File: src/rtl/csr_unit_ms.sv
// RV32 CSR unit with M/S/U privilege: two-stage registered CSR access with forwarding,
// exception/interrupt delegation, prioritised interrupts and direct/vectored trap entry.
module csr_unit_ms #(
    parameter logic [31:0] MTVEC_RESET = 32'h0,
    parameter int unsigned HART_ID     = 0,
    parameter bit          SUPPORT_S   = 1'b1,
    parameter bit          VECTORED    = 1'b1
) (
    input  logic        clk,
    input  logic        reset,
    input  logic [63:0] reg_cycle,
    input  logic [63:0] reg_time,
    input  logic [63:0] reg_mtime,
    input  logic [63:0] reg_mtimecmp,
    input  logic        irq_ext,
    input  logic        irq_soft,
    input  logic        wb_branch_hazard,
    input  logic        input_valid,
    input  logic [2:0]  input_csr_cmd,
    input  logic [11:0] input_csr_addr,
    input  logic [31:0] input_op1_data,
    input  logic [31:0] input_pc,
    input  logic        input_interrupt_ready,
    output logic        output_valid,
    output logic [31:0] csr_rdata,
    output logic        trap_valid,
    output logic [31:0] trap_vector,
    output logic [1:0]  output_mode,
    output logic        output_stall_flg_may_interrupt
);

    localparam logic [2:0] CSR_X = 3'd0, CSR_W = 3'd1, CSR_S = 3'd2, CSR_C = 3'd3;
    localparam logic [2:0] CSR_ECALL = 3'd4, CSR_MRET = 3'd5, CSR_SRET = 3'd6;
    localparam logic [1:0] PRIV_U = 2'd0, PRIV_S = 2'd1, PRIV_M = 2'd3;

    localparam logic [31:0] MSTATUS_WMASK = SUPPORT_S ? 32'h0002_19AA : 32'h0002_1888;
    localparam logic [31:0] SSTATUS_MASK  = SUPPORT_S ? 32'h0000_0122 : 32'h0;
    localparam logic [31:0] S_IRQ_BITS    = SUPPORT_S ? 32'h0000_0222 : 32'h0;
    localparam logic [31:0] MIE_WMASK     = SUPPORT_S ? 32'h0000_0AAA : 32'h0000_0888;
    // ECALL from M (cause 11) can never be delegated
    localparam logic [31:0] MEDELEG_WMASK = SUPPORT_S ? 32'h0000_F7FF : 32'h0;
    localparam logic [31:0] MISA_VAL      = 32'h4010_0100 | (SUPPORT_S ? 32'h0004_0000 : 32'h0);

    logic [1:0]  mode_q, mode_d;
    logic [31:0] mstatus_q, mstatus_d, medeleg_q, medeleg_d, mideleg_q, mideleg_d;
    logic [31:0] mie_q, mie_d, sw_ip_q, sw_ip_d, mtvec_q, mtvec_d, mscratch_q, mscratch_d;
    logic [31:0] mepc_q, mepc_d, mcause_q, mcause_d, mtval_q, mtval_d;
    logic [31:0] stvec_q, stvec_d, sscratch_q, sscratch_d, sepc_q, sepc_d;
    logic [31:0] scause_q, scause_d, stval_q, stval_d;

    logic        b_valid_q;
    logic [2:0]  b_cmd_q;
    logic [11:0] b_addr_q;
    logic [31:0] b_op1_q, b_pc_q, rdata_q;
    logic        out_valid_q, trap_valid_q;
    logic [31:0] trap_vector_q;

    logic        accept, csr_we, trap_take, enter, enter_s, is_int;
    logic [31:0] wdata, trap_vec, tvec, epc, rd, mip_cur, mip_next;
    logic [3:0]  code, int_cause;
    logic [11:0] pend, int_en;
    logic        m_en, s_en, int_any, mtip;

    function automatic logic [31:0] legal_tvec(input logic [31:0] w);
        logic [31:0] r;
        r = w & ~32'h3;
        if (w[1:0] == 2'b01 && VECTORED) r[0] = 1'b1;
        return r;
    endfunction

    assign accept  = input_valid && !wb_branch_hazard;
    assign mtip    = reg_mtime >= reg_mtimecmp;
    assign mip_cur = {20'b0, irq_ext, 3'b0, mtip, 3'b0, irq_soft, 3'b0} | sw_ip_q;
    assign mip_next = {20'b0, irq_ext, 3'b0, mtip, 3'b0, irq_soft, 3'b0} | sw_ip_d;

    // Interrupt enable per target level, then fixed priority MEI>MSI>MTI>SEI>SSI>STI
    always_comb begin
        m_en   = (mode_q != PRIV_M) || mstatus_q[3];
        s_en   = (mode_q == PRIV_U) || (mode_q == PRIV_S && mstatus_q[1]);
        pend   = mip_cur[11:0] & mie_q[11:0];
        int_en = (pend & ~mideleg_q[11:0] & {12{m_en}}) | (pend & mideleg_q[11:0] & {12{s_en}});
        int_any = |int_en;
        int_cause = 4'd0;
        if (int_en[11])     int_cause = 4'd11;
        else if (int_en[3]) int_cause = 4'd3;
        else if (int_en[7]) int_cause = 4'd7;
        else if (int_en[9]) int_cause = 4'd9;
        else if (int_en[1]) int_cause = 4'd1;
        else if (int_en[5]) int_cause = 4'd5;
    end

    assign output_stall_flg_may_interrupt = int_any;

    always_comb begin
        mode_d = mode_q;       mstatus_d = mstatus_q;   medeleg_d = medeleg_q;
        mideleg_d = mideleg_q; mie_d = mie_q;           sw_ip_d = sw_ip_q;
        mtvec_d = mtvec_q;     mscratch_d = mscratch_q; mepc_d = mepc_q;
        mcause_d = mcause_q;   mtval_d = mtval_q;       stvec_d = stvec_q;
        sscratch_d = sscratch_q; sepc_d = sepc_q;       scause_d = scause_q;
        stval_d = stval_q;
        trap_take = 1'b0;
        trap_vec  = '0;
        enter     = 1'b0;
        enter_s   = 1'b0;
        is_int    = 1'b0;
        code      = '0;
        epc       = '0;
        tvec      = '0;

        wdata = b_op1_q;
        if (b_cmd_q == CSR_S)      wdata = rdata_q | b_op1_q;
        else if (b_cmd_q == CSR_C) wdata = rdata_q & ~b_op1_q;

        csr_we = b_valid_q && (b_cmd_q == CSR_W || b_cmd_q == CSR_S || b_cmd_q == CSR_C)
                 && b_addr_q[11:10] != 2'b11 && (SUPPORT_S || b_addr_q[9:8] != 2'b01);

        if (csr_we) begin
            case (b_addr_q)
                12'h300: begin
                    mstatus_d = (mstatus_q & ~MSTATUS_WMASK) | (wdata & MSTATUS_WMASK);
                    if (wdata[12:11] == 2'b10 || (!SUPPORT_S && wdata[12:11] == 2'b01))
                        mstatus_d[12:11] = mstatus_q[12:11];
                end
                12'h302: medeleg_d  = wdata & MEDELEG_WMASK;
                12'h303: mideleg_d  = wdata & S_IRQ_BITS;
                12'h304: mie_d      = wdata & MIE_WMASK;
                12'h305: mtvec_d    = legal_tvec(wdata);
                12'h340: mscratch_d = wdata;
                12'h341: mepc_d     = wdata & ~32'h3;
                12'h342: mcause_d   = wdata;
                12'h343: mtval_d    = wdata;
                12'h344: sw_ip_d    = wdata & S_IRQ_BITS;
                12'h100: mstatus_d  = (mstatus_q & ~SSTATUS_MASK) | (wdata & SSTATUS_MASK);
                12'h104: mie_d      = (mie_q & ~mideleg_q) | (wdata & mideleg_q & MIE_WMASK);
                12'h105: stvec_d    = legal_tvec(wdata);
                12'h140: sscratch_d = wdata;
                12'h141: sepc_d     = wdata & ~32'h3;
                12'h142: scause_d   = wdata;
                12'h143: stval_d    = wdata;
                12'h144: sw_ip_d    = (sw_ip_q & ~(mideleg_q & 32'h2)) | (wdata & mideleg_q & 32'h2);
                default: ;
            endcase
        end

        // A stage-B ECALL/xRET blocks interrupt entry until the next cycle
        if (b_valid_q && b_cmd_q == CSR_ECALL) begin
            enter   = 1'b1;
            code    = 4'd8 + {2'b0, mode_q};
            enter_s = SUPPORT_S && mode_q != PRIV_M && medeleg_q[code];
            epc     = b_pc_q;
        end else if (b_valid_q && b_cmd_q == CSR_MRET) begin
            if (mode_q == PRIV_M) begin
                trap_take         = 1'b1;
                trap_vec          = mepc_q;
                mode_d            = mstatus_q[12:11];
                mstatus_d[3]      = mstatus_q[7];
                mstatus_d[7]      = 1'b1;
                mstatus_d[12:11]  = PRIV_U;
                if (mstatus_q[12:11] != PRIV_M) mstatus_d[17] = 1'b0;
            end
        end else if (b_valid_q && b_cmd_q == CSR_SRET) begin
            if (SUPPORT_S && mode_q != PRIV_U) begin
                trap_take    = 1'b1;
                trap_vec     = sepc_q;
                mode_d       = {1'b0, mstatus_q[8]};
                mstatus_d[1] = mstatus_q[5];
                mstatus_d[5] = 1'b1;
                mstatus_d[8] = 1'b0;
            end
        end else if (!b_valid_q && int_any && input_interrupt_ready) begin
            enter   = 1'b1;
            is_int  = 1'b1;
            code    = int_cause;
            enter_s = mideleg_q[int_cause];
            epc     = input_pc;
        end

        if (enter) begin
            trap_take = 1'b1;
            if (enter_s) begin
                tvec         = stvec_q;
                sepc_d       = epc & ~32'h3;
                scause_d     = {is_int, 27'b0, code};
                stval_d      = '0;
                mstatus_d[5] = mstatus_q[1];
                mstatus_d[1] = 1'b0;
                mstatus_d[8] = mode_q[0];
                mode_d       = PRIV_S;
            end else begin
                tvec             = mtvec_q;
                mepc_d           = epc & ~32'h3;
                mcause_d         = {is_int, 27'b0, code};
                mtval_d          = '0;
                mstatus_d[7]     = mstatus_q[3];
                mstatus_d[3]     = 1'b0;
                mstatus_d[12:11] = mode_q;
                mode_d           = PRIV_M;
            end
            trap_vec = (tvec & ~32'h3) +
                       ((is_int && tvec[1:0] == 2'b01) ? {26'b0, code, 2'b00} : 32'h0);
        end
    end

    // Reads see the post-commit (_d) state, which forwards a same-cycle stage-B write
    always_comb begin
        rd = '0;
        case (input_csr_addr)
            12'hC00: rd = reg_cycle[31:0];
            12'hC01: rd = reg_time[31:0];
            12'hC80: rd = reg_cycle[63:32];
            12'hC81: rd = reg_time[63:32];
            12'hF14: rd = 32'(HART_ID);
            12'h300: rd = mstatus_d;
            12'h301: rd = MISA_VAL;
            12'h302: rd = medeleg_d;
            12'h303: rd = mideleg_d;
            12'h304: rd = mie_d;
            12'h305: rd = mtvec_d;
            12'h340: rd = mscratch_d;
            12'h341: rd = mepc_d;
            12'h342: rd = mcause_d;
            12'h343: rd = mtval_d;
            12'h344: rd = mip_next;
            12'h100: rd = mstatus_d & SSTATUS_MASK;
            12'h104: rd = mie_d & mideleg_d;
            12'h105: rd = stvec_d;
            12'h140: rd = sscratch_d;
            12'h141: rd = sepc_d;
            12'h142: rd = scause_d;
            12'h143: rd = stval_d;
            12'h144: rd = mip_next & mideleg_d;
            default: rd = '0;
        endcase
        if (!SUPPORT_S && input_csr_addr[9:8] == 2'b01) rd = '0;
    end

    always_ff @(posedge clk) begin
        if (reset) begin
            mode_q <= PRIV_M;    mstatus_q <= '0;   medeleg_q <= '0;  mideleg_q <= '0;
            mie_q <= '0;         sw_ip_q <= '0;     mtvec_q <= MTVEC_RESET;
            mscratch_q <= '0;    mepc_q <= '0;      mcause_q <= '0;   mtval_q <= '0;
            stvec_q <= MTVEC_RESET; sscratch_q <= '0; sepc_q <= '0;   scause_q <= '0;
            stval_q <= '0;
            b_valid_q <= 1'b0;   b_cmd_q <= CSR_X;  b_addr_q <= '0;   b_op1_q <= '0;
            b_pc_q <= '0;        rdata_q <= '0;     out_valid_q <= 1'b0;
            trap_valid_q <= 1'b0; trap_vector_q <= '0;
        end else begin
            mode_q <= mode_d;    mstatus_q <= mstatus_d; medeleg_q <= medeleg_d;
            mideleg_q <= mideleg_d; mie_q <= mie_d; sw_ip_q <= sw_ip_d; mtvec_q <= mtvec_d;
            mscratch_q <= mscratch_d; mepc_q <= mepc_d; mcause_q <= mcause_d;
            mtval_q <= mtval_d;  stvec_q <= stvec_d; sscratch_q <= sscratch_d;
            sepc_q <= sepc_d;    scause_q <= scause_d; stval_q <= stval_d;
            b_valid_q   <= accept;
            out_valid_q <= accept;
            if (accept) begin
                b_cmd_q  <= input_csr_cmd;
                b_addr_q <= input_csr_addr;
                b_op1_q  <= input_op1_data;
                b_pc_q   <= input_pc;
                rdata_q  <= rd;
            end
            trap_valid_q  <= trap_take;
            trap_vector_q <= trap_vec;
        end
    end

    assign output_valid = out_valid_q;
    assign csr_rdata    = rdata_q;
    assign trap_valid   = trap_valid_q;
    assign trap_vector  = trap_vector_q;
    assign output_mode  = mode_q;

endmodule

File: config.mk
export PLATFORM = sky130hd
export DESIGN_NAME = csr_unit_ms
export DESIGN_NICKNAME = d
export VERILOG_FILES = /design/src/rtl/csr_unit_ms.sv
export SDC_FILE = /design/constraint.sdc
export NUM_CORES = 2
export LEC_CHECK = 0
export ABC_CLOCK_PERIOD_IN_PS = 12000
export CELL_PAD_IN_SITES_DETAIL_PLACEMENT = 1
export CELL_PAD_IN_SITES_GLOBAL_PLACEMENT = 2
export CORE_MARGIN = 3
export CORE_UTILIZATION = 35
export CTS_CLUSTER_SIZE = 8
export DETAILED_ROUTE_END_ITERATION = 6
export PLACE_DENSITY_LB_ADDON = 0.1
export SYNTH_ARGS = -nofsm -noshare
export SYNTH_HDL_FRONTEND = slang
export SYNTH_SLANG_ARGS = --single-unit
export TNS_END_PERCENT = 5
File: constraint.sdc
create_clock -name clk -period 12 [get_ports clk]
set_input_delay 2.4 -clock clk [delete_from_list [all_inputs] [get_ports clk]]
set_output_delay 2.4 -clock clk [all_outputs]
set_load 0.02 [all_outputs]
==> metrics.md <==
| Metric | Value |
|---|---|
| Status | finished with violations |
| Failing checks | design-rule violations |
| Die area | 91,900 um2 |
| FF+latch count, synth | 625 |
| Slew Limit Headroom | 15.7% |
| First-pass GRT wire length | 219,000 um |
| Die Height | 303 um |
| Clock sinks | 625 |
| Routed vias | 32,500 |
| Final wirelength | 152,000 um |
| LEAKAGE | 14.0 nW |
| Syn Inst Count | 4,072 |
| Routed Antenna Nets | 0 |
| CTS tree | built |
| Worst hold path type | reg2reg |
| Synth unique cells | 94 |
| CP Max Fanout | 43 |
| Sequential area share after synthesis | 40.5% |
| DP Wirelength | 110,000 um |
| Initial antenna violation count | 8 |
| Initial core utilization | 35.5% |
| Post-Syn Area per Cell | 7.59 um2 |
| Drt pass-1 iters | 7 |
| Max Slew Vio Count | 0 |
| Top_reg_cell synth | dfxtp_1 |
| DR iter-0 viols | 2,760 |
| Clock Skew | 0.0614 ns |
| Async set-reset flop share out of synthesis | 0% |
| Hold Slack | 0.453 ns |
| Fin crit period | 9.01 ns |
| Root buffer cell | clkbuf_16 |
| Hold_buf cts | 0 |
| Largest net degree at the start of global routing | 149 |
| Wire per inst | 27.4 um |
| Vias in the first global route | 31,600 |
| Fill count | 10,600 |
| Worst Path Arrival | 9.49 ns |
| Max H-tree Level | 3 |
| Clock-pin slew on the worst setup and hold paths | 0.05 ns |
| Multi-input logic area | 17,000 um2 |
| Share of cells above drive strength 1 | 6.93% |
| Die width | 303 um |
| Area delta synth->final | 25.2% |
| Number of synthesized flops with an enable pin | 0 |
| Sequential cell area | 12,500 um2 |
| Total grt overflow | 0 |
| Site Rows | 108 |
| Placeable Area | 87,200 um2 |
| Most instantiated cells after synthesis | nor2_1, dfxtp_1, a21oi_1 |
| Final Hold Viols | 0 |
| GP Congestion | 0.914 |
| IO buf count | 408 |
| Num CTS Buffers | 89 |
| NumNets Final | 4,784 |
| PwrDens | 122 nW/um2 |
| CP Class | in2reg |
| Longest Clk Path Bufs | 3 |
| Share of the cycle needed by the critical path after routing | 75.0% |
| DR DRC count | 8 |
| Post-CTS setup buffers | 0 |
| PostCTS Resize Cnt | 0 |
| VDD IR max | 0.118 mV |
| Max-cap violations | 0 |
| Routed vias/inst | 5.86 |
| Synth warn | 0 |
| Syn Nets | 4,483 |
| IO Pins | 411 |
| Total GRT Usage | 32.3% |
| Crit end category | flop |
| Synth Cell Area | 30,900 um2 |
| Final setup vio count | 0 |
| RSZ-0062 raised after global routing | false |
| Worst EP required | 12.49 ns |
| Largest cells by area after synthesis | dfxtp_1, nor2_1, a21oi_1 |
| Yosys top cell by area | dfxtp_1 |
| Tightest Pin Transition | 1.25 ns |
| Worst-Skew Late Latency | 0.67 ns |
| Synth top area share | 40.5% |
| Setup TNS | 0 ns |
| Cell with the most instances after synthesis | nor2_1 |
| Worst setup SP type | primary input |
| Upper clock frequency limit | 111 MHz |
==> logic make-up (layout without fill, tap and decap cells) <==
family	count (synthesis)	in the layout	synth area share, %
adders and majority gates	69	69	2.82
DFF	625	625	40.5
muxes	63	63	2.06
buffers and inverters	388	703	4.99
other	0	6	0
AOI/OAI and AO/OA	1209	1209	24.7
and+or+nand+nor	1682	1682	23.9
xor gates and xnor gates	36	36	1.02
==> final cells by class <==
cell class	instances	area share, %
antenna	6	0.0388
clock buffer	97	5.86
clock inverter	8	0.417
inverter	76	0.738
multi-input combinational	3059	44.0
sequential	625	32.3
tap	1155	3.74
timing repair buffer	522	12.9
==> routing by layer <==
metal	wire [um]	global-route usage [%]	share of wire, %
met5	13	0	0.0086
met4	6710	13.9	4.4
met3	11400	5.29	7.5
met2	67600	50.6	45
met1	66100	43.9	44
==> cells in the final DEF (no fill, tap or decap), drive strengths merged, types with 14 or more instances in the layout <==
cell type	n
nor4	29
o21ai	200
or3	16
o22ai	73
nand3	57
and2	94
a221oi	34
nand2	449
nand2b	20
nor2	796
a22o	14
a222oi	37
o221ai	27
inv	79
o221a	21
and3	37
clkdlybuf4s50	407
dfxtp	625
xor2	18
a22oi	83
buf	115
nand4	20
nor2b	78
o211ai	43
nor3	39
mux2i	58
clkbuf	97
a31oi	41
xnor2	18
ha	68
a21oi	513
a211oi	41
==> report_power, final <==
part           internal, mW  total (mW)  switching [mW]
clock network          1.33        2.32           0.983
logic                 0.146       0.314           0.168
registers              2.09        2.11          0.0145
total                  3.57        4.74            1.17
==> worst paths after layout <==
kind,from,to,slack (ns),cells past startpoint
max,reg_mtimecmp[42],trap_vector[31],2.99,28
min,sepc_q[0],sepc_q[0],0.45,2
max reg2reg,output_mode[1],trap_vector[31],4.64,24
min reg2reg,sepc_q[0],sepc_q[0],0.45,2
==> metrics by stage <==
step | utilization, % | instance area, um2 | instances | setup WS (ns) | total power, mW
after floorplan | - | 30900 | 4072 | 4.04 | 2.26
after global placement | 41.6 | 36200 | 5437 | 2.42 | 2.46
after detailed placement | 41.6 | 36200 | 5437 | 2.41 | 2.46
after CTS | 44.4 | 38700 | 5542 | 3.04 | 4.77
after global routing | 44.4 | 38700 | 5543 | 2.58 | 4.87
final | 44.4 | 38700 | 5548 | 2.99 | 4.74
==> critical path, cell delays in order <==
cell and delay (ns):
clkdlybuf4s50_1 0.48, inv_1 0.04, ha_1 0.30, a21oi_1 0.16, nand2_1 0.07, a221oi_1 0.36
o21ai_0 0.20, or3_1 0.38, a211oi_4 0.53, o21a_2 0.51, o21ai_2 0.19, a21oi_4 0.21
buf_4 0.64, nand2_1 0.12, nand2_1 0.10, ha_1 0.23, a21o_1 0.15, a21oi_1 0.10
inv_1 0.09, a21o_1 0.30, nand4_1 0.26, nor2_1 0.25, and3_1 0.38, and3_1 0.24
nand2_1 0.06, mux2i_1 0.21, xor2_1 0.38, o22ai_1 0.13
No activity file was read; power rests on OpenSTA's default activity.
